$ cat config.mk
export PLATFORM = sky130hd
export DESIGN_NAME = mult_wb_tracker
export DESIGN_NICKNAME = d
export VERILOG_FILES = /design/src/rtl/mult_wb_tracker_pkg.sv /design/src/rtl/mult_wb_tracker_stage_reg.sv /design/src/rtl/mult_wb_tracker.sv
export SDC_FILE = /design/constraint.sdc
export NUM_CORES = 1
export LEC_CHECK = 0
export CAP_MARGIN = 10
export CORE_ASPECT_RATIO = 0.5
export CORE_MARGIN = 2
export CORE_UTILIZATION = 30
export CTS_CLUSTER_DIAMETER = 30
export DETAILED_ROUTE_END_ITERATION = 7
export PLACE_DENSITY = 0.66
export REMOVE_ABC_BUFFERS = 1
export SETUP_SLACK_MARGIN = 0.4
export SLEW_MARGIN = 20
export SYNTH_ARGS = -nofsm -noshare
export SYNTH_HDL_FRONTEND = slang
export SYNTH_SLANG_ARGS = --single-unit
$ cat constraint.sdc
create_clock -name clk -period 3.8 [get_ports clk]
set_clock_uncertainty 0.2 [all_clocks]
set_input_delay 0.57 -clock clk [delete_from_list [all_inputs] [get_ports clk]]
set_output_delay 0.57 -clock clk [all_outputs]
set_load 0.005 [all_outputs]
$ cat src/rtl/mult_wb_tracker_pkg.sv
// rtl/mult_wb_tracker_pkg.sv - shared widths, write-back select codes and grant type
package mult_wb_tracker_pkg;

    localparam int REG_ADDR = 5;

    localparam logic WB_SEL_ALU  = 1'b0;
    localparam logic WB_SEL_MULT = 1'b1;

    typedef enum logic [1:0] {
        GNT_NONE = 2'd0,
        GNT_ALU  = 2'd1,
        GNT_MULT = 2'd2
    } grant_e;

endpackage

$ cat src/rtl/mult_wb_tracker_stage_reg.sv
// rtl/mult_wb_tracker_stage_reg.sv - one {dst, regwrite} multiplier shadow stage with enable
module mult_stage_reg #(
    parameter int W = 5
) (
    input  logic         clk,
    input  logic         rst_n,
    input  logic         en_i,
    input  logic [W-1:0] dst_d,
    input  logic         regwrite_d,
    output logic [W-1:0] dst_q,
    output logic         regwrite_q
);

    always_ff @(posedge clk or negedge rst_n) begin
        if (!rst_n) begin
            dst_q      <= '0;
            regwrite_q <= 1'b0;
        end else if (en_i) begin
            dst_q      <= dst_d;
            regwrite_q <= regwrite_d;
        end
    end

endmodule

$ cat src/rtl/mult_wb_tracker.sv
// rtl/mult_wb_tracker.sv - multiplier M1..M5 metadata shadow and register-file write-port arbiter
module mult_wb_tracker
    import mult_wb_tracker_pkg::*;
#(
    parameter int REG_ADDR     = mult_wb_tracker_pkg::REG_ADDR,
    parameter int STARVE_LIMIT = 2
) (
    input  logic                clk,
    input  logic                rst_n,
    input  logic                issue_valid,
    input  logic [REG_ADDR-1:0] issue_dst,
    input  logic                issue_regwrite,
    output logic                issue_ready,
    output logic [REG_ADDR-1:0] m1_dst_reg,
    output logic [REG_ADDR-1:0] m2_dst_reg,
    output logic [REG_ADDR-1:0] m3_dst_reg,
    output logic [REG_ADDR-1:0] m4_dst_reg,
    output logic [REG_ADDR-1:0] m5_dst_reg,
    output logic                m1_regwrite,
    output logic                m2_regwrite,
    output logic                m3_regwrite,
    output logic                m4_regwrite,
    output logic                m5_regwrite,
    input  logic                alu_wb_valid,
    input  logic [REG_ADDR-1:0] alu_wb_dst,
    output logic                alu_wb_stall,
    output logic                mult_hold,
    output logic                wb_we,
    output logic [REG_ADDR-1:0] wb_dst,
    output logic                wb_sel
);

    localparam logic [1:0] STARVE_MAX = 2'(STARVE_LIMIT);

    // Index 0 is the issue slot feeding M1; indices 1..5 are the stage registers.
    logic [REG_ADDR-1:0] stage_dst [0:5];
    logic                stage_rw  [0:5];

    logic [1:0] starve_cnt_q, starve_cnt_d;
    logic       mreq, areq;
    grant_e     grant;

    assign stage_dst[0] = issue_dst;
    assign stage_rw[0]  = issue_valid & issue_regwrite & (issue_dst != '0);

    for (genvar k = 1; k <= 5; k++) begin : g_stage
        mult_stage_reg #(
            .W (REG_ADDR)
        ) u_stage (
            .clk        (clk),
            .rst_n      (rst_n),
            .en_i       (~mult_hold),
            .dst_d      (stage_dst[k-1]),
            .regwrite_d (stage_rw[k-1]),
            .dst_q      (stage_dst[k]),
            .regwrite_q (stage_rw[k])
        );
    end

    assign m1_dst_reg  = stage_dst[1];
    assign m2_dst_reg  = stage_dst[2];
    assign m3_dst_reg  = stage_dst[3];
    assign m4_dst_reg  = stage_dst[4];
    assign m5_dst_reg  = stage_dst[5];
    assign m1_regwrite = stage_rw[1];
    assign m2_regwrite = stage_rw[2];
    assign m3_regwrite = stage_rw[3];
    assign m4_regwrite = stage_rw[4];
    assign m5_regwrite = stage_rw[5];

    assign mreq = stage_rw[5];
    assign areq = alu_wb_valid & (alu_wb_dst != '0);

    // The counter only advances on a lost contention, so it saturates at STARVE_MAX.
    always_comb begin
        grant        = GNT_NONE;
        alu_wb_stall = 1'b0;
        mult_hold    = 1'b0;
        starve_cnt_d = '0;
        if (mreq && areq) begin
            if (starve_cnt_q == STARVE_MAX) begin
                grant     = GNT_ALU;
                mult_hold = 1'b1;
            end else begin
                grant        = GNT_MULT;
                alu_wb_stall = 1'b1;
                starve_cnt_d = starve_cnt_q + 2'd1;
            end
        end else if (mreq) begin
            grant = GNT_MULT;
        end else if (areq) begin
            grant = GNT_ALU;
        end
    end

    always_comb begin
        wb_we  = 1'b0;
        wb_sel = WB_SEL_ALU;
        wb_dst = '0;
        case (grant)
            GNT_MULT: begin
                wb_we  = 1'b1;
                wb_sel = WB_SEL_MULT;
                wb_dst = stage_dst[5];
            end
            GNT_ALU: begin
                wb_we  = 1'b1;
                wb_sel = WB_SEL_ALU;
                wb_dst = alu_wb_dst;
            end
            default: ;
        endcase
    end

    assign issue_ready = ~mult_hold;

    always_ff @(posedge clk or negedge rst_n) begin
        if (!rst_n) starve_cnt_q <= '0;
        else        starve_cnt_q <= starve_cnt_d;
    end

endmodule

## Yosys cells after proc, flatten, opt, wreduce, memory -nomap -nowiden

Index checks and enable logic that the tools add are counted.

- Multiplexer cells: 13
- Bitwise gates (word level): 4
- Add/sub/neg operators: 1
- Reduce and logical (&&, ||, !) cells: 4
- Equality and inequality tests: 3

Operators with widths:

| operator | number |
|---|---|
| 2-bit two-way mux | 5 |
| 5-bit one-hot mux with 2 select lines | 1 |
| 5-bit nonzero test | 2 |
| 1-bit two-way mux | 7 |
| 2-bit equality test, second input constant | 2 |
| 1-bit AND | 3 |
| 2-bit by 1-bit adder with 2-bit output, second input constant | 1 |
| 2-bit by 1-bit equality test with 1-bit output, second input constant | 1 |
| 2-bit OR reduction | 1 |
| 1-bit logical AND | 1 |
| 1-bit NOT | 1 |

- Word-level logic and storage cells: 36
- Register bits: 32
- Bits of input ports: 15
- Output and inout bits: 40

## Depth between registers and ports, before layout

Gate-level depths: netlist of the first run.

- Depth after elaboration: 8
- Depth in mapped cells: 4
- Depth with buffers taken out: 3

## By module

A second synthesis of the first run with hierarchy kept.

- Cells, all modules: 89
- Area total of the unflattened synthesis: 1495.2 sq um

Modules (own cells, without submodules):

| module | instances | area an instance (sq um) | cells each | seq. area each (sq um) |
|---|---|---|---|---|
| mult_stage_reg | 5 | 251.5 | 13 | 150.1 |
| mult_wb_tracker | 1 | 237.7 | 24 | 50.0 |

## Least setup slack after synthesis of the first run

OpenSTA, ideal clock, no wires.

- Path kind: input to output
- From: in alu_wb_dst[1]
- To: out wb_dst[0]
- Setup slack: 1382 ps
- Cell stages on the path: 3
- Buffers on the path: 0
- Required time: 3030 ps
- Arrival: 1648 ps
- Cell sequence: or4_4 o211ai_1 a32o_1

- Cells in the longest elaborated chain, start to end: 7
- Elaborated cells on any way between the ends: 9
- Those cells by class: 2 x eq/ne; 4 x mux; 1 x bitwise; 2 x reduce/logical

Ends and longest elaborated chain:

| element | line | RTL |
|---|---|---|
| start: declaration | mult_wb_tracker.sv:25 | `input logic [REG_ADDR-1:0] alu_wb_dst,` |
| 5-bit nonzero test (*) | mult_wb_tracker.sv:72 | `assign areq = alu_wb_valid & (alu_wb_dst != '0);` |
| 1-bit AND (*) | mult_wb_tracker.sv:72 |  |
| 1-bit two-way mux | mult_wb_tracker.sv:91 | `end else if (areq) begin` |
| 2-bit two-way mux | mult_wb_tracker.sv:89 | `end else if (mreq) begin` |
| 2-bit two-way mux (*) | mult_wb_tracker.sv:80 | `if (mreq && areq) begin` |
| 2-bit by 1-bit equality test with 1-bit output or 2-bit equality test (tied branches) | mult_wb_tracker.sv:100 | `case (grant)` |
| 5-bit one-hot mux with 2 select lines (*) | mult_wb_tracker.sv:100 |  |
| end: declaration | mult_wb_tracker.sv:29 | `output logic [REG_ADDR-1:0] wb_dst,` |

Mark *: on every way between the ends. The rest lies on a longest branch, timed or not.

## Final worst setup path of the first run

- From: in alu_wb_dst[3]
- To: out wb_dst[3]

- Cells in the longest elaborated chain, start to end: 7
- Elaborated cells on any way between the ends: 9
- Those cells by class: 2 x eq/ne; 4 x mux; 1 x bitwise; 2 x reduce/logical

Ends and longest elaborated chain:

| element | line |
|---|---|
| 5-bit nonzero test | mult_wb_tracker.sv:72 |
| 1-bit AND | mult_wb_tracker.sv:72 |
| 1-bit two-way mux | mult_wb_tracker.sv:91 |
| 2-bit two-way mux | mult_wb_tracker.sv:89 |
| 2-bit two-way mux | mult_wb_tracker.sv:80 |
| 2-bit by 1-bit equality test with 1-bit output or 2-bit equality test (tied branches) | mult_wb_tracker.sv:100 |
| 5-bit one-hot mux with 2 select lines (*) | mult_wb_tracker.sv:100 |

Marks and branches as above.

==> flow_summary.json, run 1 <==
{
  "synthFlopType": "dfrtp_1",
  "leakage_nw": 0.8814,
  "start_util_pct": 30.90,
  "synth_compound_area_share_pct": 8.449,
  "tns_ns": 0,
  "maxCapViolCount": 0,
  "clock_sinks": 32,
  "reg2reg_from": "starve_cnt_q[1]",
  "dieWidth_um": 98.78,
  "ys_ff_latch": 32,
  "cts_hold_buf": 0,
  "vdd_drop_max_uv": 157.1,
  "drt_iter0_markers": 39,
  "ys_types": 22,
  "via_per_inst": 4.536,
  "worstSetupStartpointType": "primary input",
  "coreArea_mm2": 0.004360,
  "crit_arrival_ns": 2.58,
  "critPathCapture": "wb_dst[3]",
  "worst_pin_slew_ns": 0.4108,
  "vias": 948,
  "synth_top_family_by_area": "multiplexers",
  "area_growth_pct": 55.52,
  "powerDensity_mw_per_mm2": 392.9,
  "final-max-slew-violation-count": 0,
  "synth_top_area_share_pct": 59.42,
  "io_buffers": 54,
  "layout-drive-gt1-share_pct": 28.29,
  "synth-simple-area-share_pct": 4.550,
  "firstDrtPassIters": 4,
  "reg2reg_depth": 4,
  "ys_warn_count": 0,
  "avgSynthCellArea_um2": 15.31,
  "synthAdderAreaFrac_pct": 0,
  "placed_area_mm2": 0.001944,
  "ant_nets": 0,
  "final.min_clock_period_ns": 3.354,
  "multi_input_area_um2": 501.7,
  "slew_headroom_pct": 72.56,
  "final_cell_area_mm2": 0.002096,
  "synth_area_leader_cell": "dfrtp_1",
  "synthXorXnorAreaFrac_pct": 0,
  "max_clock_freq_mhz": 298.2,
  "grt_overflow": 0,
  "synth_seq_area_share_pct": 59.42,
  "outcome": "complete, no violations",
  "die_h_um": 51.39,
  "wl_per_cell_um": 13.65,
  "fin_ws_ns": 0.4460,
  "final_util_pct": 48.06,
  "die-area_mm2": 0.005076,
  "drt-total-wl_um": 2853,
  "synth_common_cells": "dfrtp_1 (32), mux2_2 (27), a32o_1 (5)",
  "yosysMostFrequentCell": "dfrtp_1",
  "hold_ws_ns": 0.2544,
  "grt_pass1_vias": 919,
  "grt_max_degree": 33,
  "r2r_slack_ns": 1.90,
  "nFillCells": 373,
  "cts_root_buffer": "clkbuf_8",
  "cts_tree": "built",
  "diodes": 0,
  "clock_latency_ns": 0.28,
  "setup-violations-final": 0,
  "grt_first_pass_wirelength_um": 4395,
  "dp_hpwl_um": 2126,
  "grt_use_total_pct": 11.56,
  "muxShareOfSynthArea_pct": 24.23,
  "pre_cts_slack_ns": 0.3273,
  "synth_area_mm2": 0.001348,
  "synthArstFlopShare_pct": 100.0,
  "place_congestion": 0.6953,
  "regArea_um2": 800.8,
  "htree_num_levels": 2,
  "rsz0062_at_grt": "false",
  "synth-edff-count": 0,
  "cts.clk_slew.worst_paths_ns": 0.06,
  "min_path_type": "reg2reg",
  "numCtsBuffers": 5,
  "period_share_pct": 88.26,
  "reg2reg_to": "g_stage[5].u_stage.dst_q[3]",
  "rows": 17,
  "crit_start": "alu_wb_dst[3]",
  "cp-end-kind": "output port",
  "clockBufferDepth": 2,
  "finalHoldViolCount": 0,
  "ys_top_cells_by_area": "dfrtp_1 (59%), mux2_2 (23%), a32o_1 (3.7%)",
  "postSynthCellCount": 88,
  "drcViolationCount": 0,
  "ios": 55,
  "path_max_fanout": 5,
  "cp.required_ns": 3.03,
  "antenna_found_initial": 0,
  "critPathKind": "in2out",
  "nNetsFinal": 166
}
==> per-layer routing <==
layer | part of all wire, % | up-vias | track usage, %
met2 | 48 | 19 | 18.02
met5 | 0 | - | 0
li1 | - | 453 | -
met3 | 4.3 | 5 | 4.241
met4 | 1.7 | 0 | 6.164
met1 | 46 | 471 | 14.18
==> through the flow <==
step	std cells	power, mW
detailed placement	198	0.4809
finish	209	0.8234
global placement	198	0.4801
CTS	208	0.8322
global route	209	0.8563
floorplan	84	0.4030
==> critical path, cell delays in order <==
cell and delay [ns]:
clkdlybuf4s50_1 0.44, or4_4 0.55, o211ai_1 0.19, buf_4 0.16
a32o_1 0.16, clkdlybuf4s50_1 0.51
==> sequential cells by signal (all words and copies together) (netlist names) <==
register                    flops
g_stage.u_stage.dst_q          25
g_stage.u_stage.regwrite_q      5
starve_cnt_q                    2
==> worst min-delay path by stage <==
stage | from | endpoint | slack, ns | depth (start not counted)
final | starve_cnt_q[0] | starve_cnt_q[0] | 0.25 | 1
after global routing | starve_cnt_q[0] | starve_cnt_q[0] | 0.26 | 1
after detailed placement | starve_cnt_q[0] | starve_cnt_q[0] | 0.25 | 1
after CTS | starve_cnt_q[0] | starve_cnt_q[0] | 0.26 | 1
after global placement | starve_cnt_q[1] | starve_cnt_q[1] | 0.23 | 1
after floorplan | rst_n | g_stage[1].u_stage.dst_q[0] | 0.07 | 0
==> cell families after synthesis <==
logic type             count (synthesis)
buffers and inverters                  6
and+or+nand+nor                       10
DFF                                   32
muxes                                 29
AOI/OAI and AO/OA                     11
==> where the power goes <==
| part | internal, mW | switching [mW] | total, mW | leakage [nW] |
|---|---|---|---|---|
| registers | 0.358 | 0.0147 | 0.373 | 0.383 |
| logic | 0.0685 | 0.0311 | 0.0996 | 0.434 |
| clock network | 0.231 | 0.119 | 0.351 | 0.0645 |
| total | 0.658 | 0.165 | 0.823 | 0.881 |
==> final cells by class <==
cell class / instances / area share (%)
Sequential cell: 32 / 38.21
Timing Repair Buffer: 60 / 28.06
Multi-Input combinational cell: 50 / 23.94
Clock buffer: 7 / 4.597
Tap cell: 57 / 3.403
Clock inverter: 1 / 1.433
Inverter: 2 / 0.3582
==> layout by cell type, fill, tap and decap left out, types with 2 or more instances in the layout <==
master,synthesis,layout
a32o_1,5,5
buf_4,0,6
clkbuf_8,0,7
clkdlybuf4s50_1,0,53
dfrtp_1,32,32
inv_1,2,2
mux2_1,2,2
mux2_2,27,27
o211ai_1,2,2
==> repair_timing <==
| action | 4_1_cts | 5_1_grt |
|---|---|---|
| pin swaps | 2 | 1 |
| setup buffers | 2 | 1 |
| resized for setup | 0 | 1 |
| endpoints found under the hold margin | 0 | 0 |
| setup endpoints to repair | 5 | 4 |
(Power assumes the default switching activity.)
==> inputs of run 2 (changes only) <==
--- a/config.mk
+++ b/config.mk
@@ -11,7 +11,6 @@
 export CORE_UTILIZATION = 30
 export CTS_CLUSTER_DIAMETER = 30
 export DETAILED_ROUTE_END_ITERATION = 7
-export PLACE_DENSITY = 0.66
 export REMOVE_ABC_BUFFERS = 1
 export SETUP_SLACK_MARGIN = 0.4
 export SLEW_MARGIN = 20
==> run 2 against run 1 <==
- sequential power is essentially flat
- flip-flop and latch count is the same
- combinational power fell by 1%
- largest cell class unchanged
- critical endpoint is now issue_ready
- cell count grew 0.96%
- routed wire length increased by 3.3%
==> flow_summary.json, run 2 (synthesis results as in run 1) <==
{
  "max_clock_freq_mhz": 292.9,
  "top_register": "g_stage.u_stage.dst_q",
  "grt_overflow": 0,
  "io_buffers": 54,
  "clock_latency_ns": 0.28,
  "worstSetupStartpointType": "primary input",
  "critPathKind": "in2out",
  "coreArea_mm2": 0.004360,
  "dpl.cell_count": 198,
  "powerDensity_mw_per_mm2": 357.5,
  "clockBufferDepth": 2,
  "layout-drive-gt1-share_pct": 29.22,
  "wl_per_cell_um": 13.96,
  "holdPathEnd": "starve_cnt_q[0]",
  "ant_nets": 0,
  "setup-violations-final": 0,
  "leakage_nw": 0.8855,
  "final-max-slew-violation-count": 0,
  "reg2reg_from": "starve_cnt_q[1]",
  "grt_pass1_vias": 933,
  "worst_pin_slew_ns": 0.4150,
  "final.min_clock_period_ns": 3.415,
  "cp-end-kind": "output port",
  "placed_area_mm2": 0.001944,
  "path_max_fanout": 7,
  "min_path_type": "reg2reg",
  "finalHoldViolCount": 0,
  "final_util_pct": 47.83,
  "cp.required_ns": 3.03,
  "antenna_found_initial": 0,
  "final_cell_area_mm2": 0.002086,
  "final_common_cell": "clkdlybuf4s50_1",
  "drt_iter0_markers": 36,
  "grt_max_degree": 33,
  "fin_cells": 211,
  "tns_ns": 0,
  "vdd_drop_max_uv": 129.4,
  "maxCapViolCount": 0,
  "crit_arrival_ns": 2.64,
  "hold_path.startpoint": "starve_cnt_q[0]",
  "finalPower_uw": 745.7,
  "grt_first_pass_wirelength_um": 4774,
  "top_regs": "g_stage.u_stage.dst_q: 25 flops, g_stage.u_stage.regwrite_q: 5 flops, starve_cnt_q: 2 flops",
  "holdPathStages": 1,
  "nNetsFinal": 169,
  "layout_common_cells": "clkdlybuf4s50_1 (51), dfrtp_1 (32), mux2_2 (27)",
  "r2r_slack_ns": 1.85,
  "cts_root_buffer": "clkbuf_8",
  "clock_sinks": 32,
  "reg2reg_to": "g_stage[1].u_stage.regwrite_q",
  "rows": 17,
  "via_per_inst": 4.536,
  "place_congestion": 0.7222,
  "cp_num_buf_inv": 3,
  "htree_num_levels": 2,
  "period_share_pct": 89.86,
  "start_util_pct": 30.90,
  "area_growth_pct": 54.78,
  "numCtsBuffers": 5,
  "cts_hold_buf": 0,
  "dp_hpwl_um": 2131,
  "die-area_mm2": 0.005076,
  "cts_tree": "built",
  "cp_top_family": "buffers and inverters",
  "crit_slowest_cell": "clkdlybuf4s50_1",
  "slew_headroom_pct": 72.28,
  "firstDrtPassIters": 4,
  "reg2reg_depth": 4,
  "outcome": "complete, no violations",
  "cts.clk_slew.worst_paths_ns": 0.06,
  "max_stage_delay_ns": 0.59,
  "dieWidth_um": 98.78,
  "drt-total-wl_um": 2946,
  "rsz0062_at_grt": "true",
  "diodes": 0,
  "crit_chain": "clkdlybuf4s50_1, or4_4, buf_4, o2111ai_4, clkdlybuf4s50_1",
  "grt_use_total_pct": 12.29,
  "largest_register_ff_count": 25,
  "ios": 55,
  "drcViolationCount": 0,
  "die_h_um": 51.39,
  "vias": 957,
  "cpMostUsedCell": "clkdlybuf4s50_1"
}
-- run 2: where the power goes --
part | leakage [nW] | switching, mW | total [mW] | internal [mW]
combinational | 0.452 | 0.0309 | 0.0984 | 0.0675
sequential | 0.383 | 0.0146 | 0.373 | 0.359
clock | 0.0503 | 0.113 | 0.274 | 0.161
total | 0.885 | 0.159 | 0.746 | 0.587
-- run 2: worst max path at each step --
stage	endpoint	cells after the start	from	slack, ns
after CTS	wb_dst[1]	6	alu_wb_dst[3]	0.41
final	issue_ready	5	alu_wb_dst[1]	0.39
after global routing	issue_ready	5	alu_wb_dst[1]	0.32
after global placement	wb_dst[3]	5	alu_wb_dst[1]	0.37
after floorplan	mult_hold	3	alu_wb_dst[1]	1.12
after detailed placement	wb_dst[3]	5	alu_wb_dst[1]	0.33
-- run 2: routing by layer --
layer / vias to the layer above / part of all wire [%] / global-route usage (%)
met5: - / 0 / 0
met4: 0 / 0.75 / 4.110
met3: 2 / 5.1 / 4.925
met2: 22 / 47 / 18.47
met1: 473 / 48 / 16.24
li1: 460 / - / -
-- run 2: cell type report --
cell class	count	area [um^2]
clock buffer	7	96.34
tap	57	71.32
sequential	32	800.8
inverter	2	7.507
fill	395	2275
multi-input combinational	50	501.7
timing repair buffer	63	608.1
-- run 2: timing repair --
| item | in CTS | in global routing |
|---|---|---|
| buffers inserted | 3 | 3 |
| pin swaps | 2 | 2 |
| setup endpoints to repair | 5 | 3 |
| resized for setup | 2 | 1 |
-- run 2: stage by stage --
stage	setup WS, ns	hold slack [ns]
finish	0.3854	0.2477
global route	0.3184	0.2861
CTS	0.4071	0.2507
detailed placement	0.3314	0.2426
global placement	0.3702	0.2324
floorplan	1.121	0.07441
